**config.mk**
```make
export PLATFORM = sky130hd
export DESIGN_NAME = gray_counter_flat
export DESIGN_NICKNAME = d
export VERILOG_FILES = /design/src/rtl/gray_counter_if.sv /design/src/rtl/gray_counter.sv /design/src/flat_wrapper.sv
export SDC_FILE = /design/constraint.sdc
export NUM_CORES = 1
export LEC_CHECK = 0
export BUFFER_PORTS_ARGS = -buffer_cell sky130_fd_sc_hd__buf_2
export CORE_UTILIZATION = 30
export DETAILED_ROUTE_END_ITERATION = 6
export GPL_ROUTABILITY_DRIVEN = 0
export GPL_TIMING_DRIVEN = 0
export PLACE_DENSITY = 0.63
export SYNTH_ARGS = -nofsm -noshare
export SYNTH_HDL_FRONTEND = slang
export SYNTH_SLANG_ARGS = --single-unit
```
**constraint.sdc**
```tcl
create_clock -name clk -period 2 [get_ports clk]
set_input_delay 0.4 -clock clk [delete_from_list [all_inputs] [get_ports clk]]
set_output_delay 0.4 -clock clk [all_outputs]
set_load 0.01 [all_outputs]
```
**src/rtl/gray_counter_if.sv**
```systemverilog
// Bus between a gray_counter and whatever drives it: count controls and load
// inputs go in, the registered binary/Gray count and terminal-count pulse come out.
interface gray_counter_if #(
  parameter int WIDTH = 4
);
  logic             en;
  logic             up;
  logic             load;
  logic             load_gray;
  logic [WIDTH-1:0] ld_val;
  logic [WIDTH-1:0] bin_q;
  logic [WIDTH-1:0] gray_q;
  logic             tc;

  // Control inputs have no valid/ready: every input is sampled on each rising
  // clk edge, and the outputs are registered copies of the state after that edge.
  modport master (
    output en, up, load, load_gray, ld_val,
    input  bin_q, gray_q, tc
  );

  modport slave (
    input  en, up, load, load_gray, ld_val,
    output bin_q, gray_q, tc
  );
endinterface

```
**src/rtl/gray_counter.sv**
```systemverilog
// Up/down binary counter with a registered Gray copy, binary or Gray parallel
// load, and optional saturation; intended for async-crossing pointers.
module gray_counter #(
  parameter int          WIDTH = 4,
  parameter bit          WRAP  = 1'b1,
  parameter logic [31:0] INIT  = 32'd0
) (
  input logic           clk,
  input logic           rst,
  gray_counter_if.slave io
);
  localparam logic [WIDTH-1:0] INIT_B = INIT[WIDTH-1:0];
  localparam logic [WIDTH-1:0] ONE    = {{(WIDTH-1){1'b0}}, 1'b1};
  localparam logic [WIDTH-1:0] MAX    = '1;
  localparam logic [WIDTH-1:0] MIN    = '0;

  logic [WIDTH-1:0] cnt_q, cnt_d;
  logic [WIDTH-1:0] gry_q, gry_d;
  logic             tc_q,  tc_d;
  logic [WIDTH-1:0] ld_dec;

  // Gray-to-binary: each binary bit is the running XOR from the MSB down.
  always_comb begin
    ld_dec = '0;
    ld_dec[WIDTH-1] = io.ld_val[WIDTH-1];
    for (int i = WIDTH - 2; i >= 0; i--) begin
      ld_dec[i] = ld_dec[i+1] ^ io.ld_val[i];
    end
  end

  always_comb begin
    cnt_d = cnt_q;
    tc_d  = 1'b0;
    if (io.load) begin
      cnt_d = io.load_gray ? ld_dec : io.ld_val;
    end else if (io.en) begin
      if (io.up) begin
        if (cnt_q == MAX) begin
          tc_d = 1'b1;
          if (WRAP) cnt_d = MIN;
        end else begin
          cnt_d = cnt_q + ONE;
        end
      end else begin
        if (cnt_q == MIN) begin
          tc_d = 1'b1;
          if (WRAP) cnt_d = MAX;
        end else begin
          cnt_d = cnt_q - ONE;
        end
      end
    end
    // Encoding the next state keeps gray_q a plain flop output, free of decode glitches.
    gry_d = cnt_d ^ (cnt_d >> 1);
  end

  always_ff @(posedge clk) begin
    if (rst) begin
      cnt_q <= INIT_B;
      gry_q <= INIT_B ^ (INIT_B >> 1);
      tc_q  <= 1'b0;
    end else begin
      cnt_q <= cnt_d;
      gry_q <= gry_d;
      tc_q  <= tc_d;
    end
  end

  assign io.bin_q  = cnt_q;
  assign io.gray_q = gry_q;
  assign io.tc     = tc_q;
endmodule

```
**src/flat_wrapper.sv**
```systemverilog
// flat-port wrapper written by rule: the top's interface ports become plain ports
module gray_counter_flat 
#(
  parameter int          WIDTH = 4,
  parameter bit          WRAP  = 1'b1,
  parameter logic [31:0] INIT  = 32'd0
)
  (clk, rst, io_en, io_up, io_load, io_load_gray, io_ld_val, io_bin_q, io_gray_q, io_tc);
  gray_counter_if #(.WIDTH(WIDTH)) io_i ();
  input logic clk;
  input logic rst;
  input wire logic [$bits(io_i.en)-1:0] io_en;
  input wire logic [$bits(io_i.up)-1:0] io_up;
  input wire logic [$bits(io_i.load)-1:0] io_load;
  input wire logic [$bits(io_i.load_gray)-1:0] io_load_gray;
  input wire logic [$bits(io_i.ld_val)-1:0] io_ld_val;
  output wire logic [$bits(io_i.bin_q)-1:0] io_bin_q;
  output wire logic [$bits(io_i.gray_q)-1:0] io_gray_q;
  output wire logic [$bits(io_i.tc)-1:0] io_tc;
  assign io_i.en = io_en;
  assign io_i.up = io_up;
  assign io_i.load = io_load;
  assign io_i.load_gray = io_load_gray;
  assign io_i.ld_val = io_ld_val;
  assign io_bin_q = io_i.bin_q;
  assign io_gray_q = io_i.gray_q;
  assign io_tc = io_i.tc;
  gray_counter #(.WIDTH(WIDTH), .WRAP(WRAP), .INIT(INIT)) u_core (.clk(clk), .rst(rst), .io(io_i));
endmodule
```
Word level (Yosys, flattened, before mapping)
Index checks and enable logic that the tools add are counted.
{"block": "totals", "inputBits": 10, "register_bits": 9}
{"block": "classes", "n_eq_ne": 1, "bitwise_logic": 5, "muxes": 9, "n_addsub": 2, "n_reduce_logical": 2}
{"cell": "2-to-1 mux 4 bit", "n": 5}
{"cell": "adder 4 x 1 -> 4 bit (second input constant)", "n": 1}
{"cell": "== test 4 bit (second input constant)", "n": 1}
{"cell": "logical NOT 4 bit", "n": 1}
{"cell": "subtractor 4 x 1 -> 4 bit (second input constant)", "n": 1}
{"cell": "bitwise XOR 4 x 3 -> 4 bit", "n": 1}
{"cell": "2-to-1 mux 1 bit", "n": 3}
{"cell": "2-to-1 mux 3 bit", "n": 1}
{"cell": "OR reduction 3 bit", "n": 1}
{"cell": "bitwise XOR 1 bit", "n": 3}
{"cell": "inverter 1 bit", "n": 1}

Longest topological paths before layout
{"block": "depth", "ltp_word": 6, "ltp_mapped": 7, "depth_no_buf": 7}

Worst setup path after synthesis
Ideal clock, no wire load.
{"block": "synth_path", "kind": "reg-to-reg", "start": "register u_core.cnt_q[0], in the netlist u_core.io.bin_q[0]", "end": "register u_core.gry_q[2], in the netlist u_core.io.gray_q[2]", "path_stages_with_launch": 8, "setup_time_ns": 0.121, "slack_ns": 0.160, "required_time_ns": 1.879, "arrival_time_ns": 1.719, "period_less_slack_ns": 1.840, "cell_sequence": "dfxtp_1 inv_2 ha_1 mux2_4 a211o_1 nand3_1 nor2_1 mux2_2"}
{"block": "synth_via", "elab_chain_cells": 6, "elab_cells_between_ends": 10, "classes_between": "2 x add/sub; 1 x eq/ne; 5 x mux; 1 x bitwise; 1 x reduce/logical"}
{"item": "start, declared", "line_no": "gray_counter.sv:17", "rtl": "logic [WIDTH-1:0] cnt_q, cnt_d;"}
{"item": "start signal, assigned", "line_no": "gray_counter.sv:63", "rtl": "cnt_q <= cnt_d;"}
{"item": "subtractor 4 x 1 -> 4 bit (tied with other cells)", "line_no": "gray_counter.sv:49", "rtl": "cnt_d = cnt_q - ONE;"}
{"item": "2-to-1 mux 4 bit (on tied branches)", "line_no": "gray_counter.sv:45, gray_counter.sv:38"}
{"item": "2-to-1 mux 4 bit *", "line_no": "gray_counter.sv:37", "rtl": "if (io.up) begin"}
{"item": "2-to-1 mux 4 bit *", "line_no": "gray_counter.sv:36", "rtl": "end else if (io.en) begin"}
{"item": "2-to-1 mux 4 bit *", "line_no": "gray_counter.sv:34", "rtl": "if (io.load) begin"}
{"item": "bitwise XOR 4 x 3 -> 4 bit *", "line_no": "gray_counter.sv:54", "rtl": "gry_d = cnt_d ^ (cnt_d >> 1);"}
{"item": "end signal, assigned", "line_no": "gray_counter.sv:60", "rtl": "gry_q <= INIT_B ^ (INIT_B >> 1);"}
{"item": "end signal, assigned", "line_no": "gray_counter.sv:64", "rtl": "gry_q <= gry_d;"}
{"item": "end, declared", "line_no": "gray_counter.sv:18", "rtl": "logic [WIDTH-1:0] gry_q, gry_d;"}
Mark *: on every way between the ends. The rest lies on a longest branch, timed or not.
A chain may end at the register's enable or synchronous reset.

Worst setup path in the final report
{"block": "layout_path", "start": "register u_core.cnt_q[0], in the netlist u_core.io.bin_q[0]", "end": "register u_core.gry_q[0], in the netlist u_core.io.gray_q[0]"}
{"block": "layout_via", "elab_chain_cells": 6, "elab_cells_between_ends": 10, "classes_between": "2 x add/sub; 1 x eq/ne; 5 x mux; 1 x bitwise; 1 x reduce/logical"}
{"item": "subtractor 4 x 1 -> 4 bit (tied with other cells)", "line_no": "gray_counter.sv:49"}
{"item": "2-to-1 mux 4 bit (on tied branches)", "line_no": "gray_counter.sv:45, gray_counter.sv:38"}
{"item": "2-to-1 mux 4 bit", "line_no": "gray_counter.sv:37"}
{"item": "2-to-1 mux 4 bit *", "line_no": "gray_counter.sv:36"}
{"item": "2-to-1 mux 4 bit *", "line_no": "gray_counter.sv:34"}
{"item": "bitwise XOR 4 x 3 -> 4 bit *", "line_no": "gray_counter.sv:54"}
Marks and branches as above.

==> key figures <==
Status
  • Status: complete, no violations

Final layout
  • Multi-input gate area: 370 um^2
  • Fillers: 182
  • Most frequent cells in the layout: buf_2, nor2_1, dfxtp_1, xnor2_1, inv_1
  • Seq. cell area: 163 um^2
  • # diodes: 0
  • Share of cells above drive strength 1: 37.9%
  • Post-Layout Inst Area: 713 um^2
  • Fin cells: 112
  • Area grow syn2layout: 25.8%
  • Final #Nets: 101
  • Most common cell after layout, fill and taps aside: buf_2

Timing
  • Slew @ Worst Pin: 0.312 ns
  • Endpoints failing setup: 0
  • Final worst path period share: 97.3%
  • Clock skew: 0.00204 ns
  • Final Hold Slack: 0.409 ns
  • Pins Over Slew Limit: 0
  • Max Fclk: 514 MHz
  • Final hold vios: 0
  • Slew HR: 79.1%
  • Setup Total Neg Slack: 0 ns
  • Crit path time final: 1.95 ns

Pwr
  • PwrDens: 646 nW/um^2
  • Maximum vdd ir drop: 428 uV
  • Sequential Power Share: 41.7%
  • Psw: 139 uW
  • Sw frac: 30.1%
  • Gate power share: 32.8%
  • Clock group share of total power: 25.5%
  • Internal power: 322 uW
  • Leakage: 0.000327 uW

Clock tree
  • H-tree levels: 1
  • Num CTS Buffers: 3
  • Clock sink total: 8
  • Worst-path clk slew: 0.05 ns
  • CTS Root Cell: clkbuf_4
  • Clk_lat worst skew: 0.25 ns
  • Deepest clock path buffer count: 2
  • TritonCTS clock tree: built

Critical path
  • Critical Path RT: 2.13 ns
  • CP Capture Type: flop
  • CP Class: flop to flop
  • CP max FO: 7
  • Crit start category: flop
  • Arr. time, crit path: 2.08 ns

Synthesis
  • #FFs+latches synth: 8
  • Dominant synthesized flop cell: dfxtp_1
  • EDFF count, synth: 0
  • Post-Syn Area per Cell: 8.46 um^2
  • Yosys warns: 0
  • Cells after Synth: 67
  • Syn_nets: 79
  • Largest area contributor in the netlist: dfxtp_1
  • Share of synthesized flip-flops with an asynchronous set or reset: 0%
  • Synth Cell Area: 567 um^2
  • Synth top area share: 28.3%
  • Count of cell types in the netlist: 34
  • Seq/Total Area, Yosys: 28.3%
  • Largest cells by area after synthesis: dfxtp_1, xnor2_1, mux2_4

Floorplanning
  • Core ar.: 1750 um^2
  • Starting Density: 32.5%
  • Row Count: 15
  • Die height: 45.5 um
  • Die ar.: 2070 um^2
  • Die Wd: 45.5 um
  • IO Pins: 19

Global routing
  • Largest net degree at the start of global routing: 11
  • GRT Overall Usage: 11.5%
  • Initial antenna violation count: 0
  • First-pass GRT wire length: 1730 um
  • Vias in the first global route: 417
  • Grt ovf: 0

Drt
  • Vias/cell: 4.76
  • Detail Route Antenna Nets: 0
  • Drt first-iter violations: 9
  • DRT Pass-1 Iters: 4
  • Post-DR wirelength/cell: 10.2 um
  • Via Count: 533
  • Drt total wl: 1150 um
  • # DRC: 0

Placed design
  • Post-DP HPWL: 902 um
  • Placed cell area: 683 um^2
  • Placed Cells: 109
  • I/O Buffers: 17

Flow run
  • MaxCap Viol Count: 0

Min path
  • Min-delay worst type: primary input to flop
[stage by stage]
| stage | setup slack, ns | total power, uW | util, % |
|---|---|---|---|
| 2_1_floorplan | 0.160 | 294 | - |
| 3_3_place_gp | 0.0490 | 341 | 39.1 |
| 3_5_place_dp | 0.0573 | 341 | 39.1 |
| 4_1_cts | 0.0204 | 461 | 40.4 |
| 5_1_grt | -0.00391 | 494 | 40.9 |
| 6_report | 0.0543 | 461 | 40.9 |
[cell usage after synthesis (all sizes together) (3+ instances only)]
library cell and n:
nand3 3, mux2 3, inv 6, nor2 6, dfxtp 8, xnor2 4
a31oi 3, o21ai 5, nand4 3
[critical path: stages (launching register included)]
cell,delay (ns)
dfxtp_2,0.36
inv_2,0.09
ha_2,0.20
or3b_4,0.39
a221oi_2,0.28
o21ai_1,0.12
o21ai_2,0.09
mux2_4,0.31
[layer usage]
layer / track usage, % / routed length [um]
met2: 18.0 / 542
met1: 15.6 / 540
met4: 1.82 / 0
met3: 3.57 / 62
met5: 0 / 0
[power by group through the flow]
stage          combinational [uW]  sequential, uW  clock, uW
3_5_place_dp                  148             194          0
3_3_place_gp                  147             194          0
2_1_floorplan                94.0             200          0
4_1_cts                       149             191        121
5_1_grt                       168             195        132
6_report                      151             192        118
[state kept, by name, indices dropped and copies added, names as in the netlist]
name and count:
u_core.io.gray_q 4, u_core.io.bin_q 3, u_core.io.tc 1
[repair_timing]
action,4_1_cts,5_1_grt
endpoints found under the hold margin,0,0
hold buffers,0,0
setup buffers,0,0
resized for setup,0,5
endpoints found under the setup margin,0,2
[area by class of cell]
cell class              instances  area share [%]
repair buffers                 17            11.9
flip-flops and latches          8            22.8
multi-input cells              51            51.9
clock buffers                   3            3.16
plain buffers                   2            2.63
well taps                      25            4.39
inverters                       6            3.16
[kinds of logic after synthesis]
logic type	count (synthesis)	synth area share, %
buf+inv	8	7.28
mux	4	9.05
flops	8	28.3
xor+xnor	4	6.18
simple gates	23	21.6
compound gates	18	23.2
fa+ha+maj	2	4.41
[path summary, 6_finish.rpt]
check | cells after the start | from | slack, ns | endpoint
max | 7 | u_core.io.bin_q[0] | 0.05 | u_core.io.gray_q[0]
min | 2 | rst | 0.41 | u_core.io.bin_q[0]
max reg2reg | 7 | u_core.io.bin_q[0] | 0.05 | u_core.io.gray_q[0]
min reg2reg | 3 | u_core.io.bin_q[2] | 0.67 | u_core.io.tc
(Power assumes the default switching activity.)
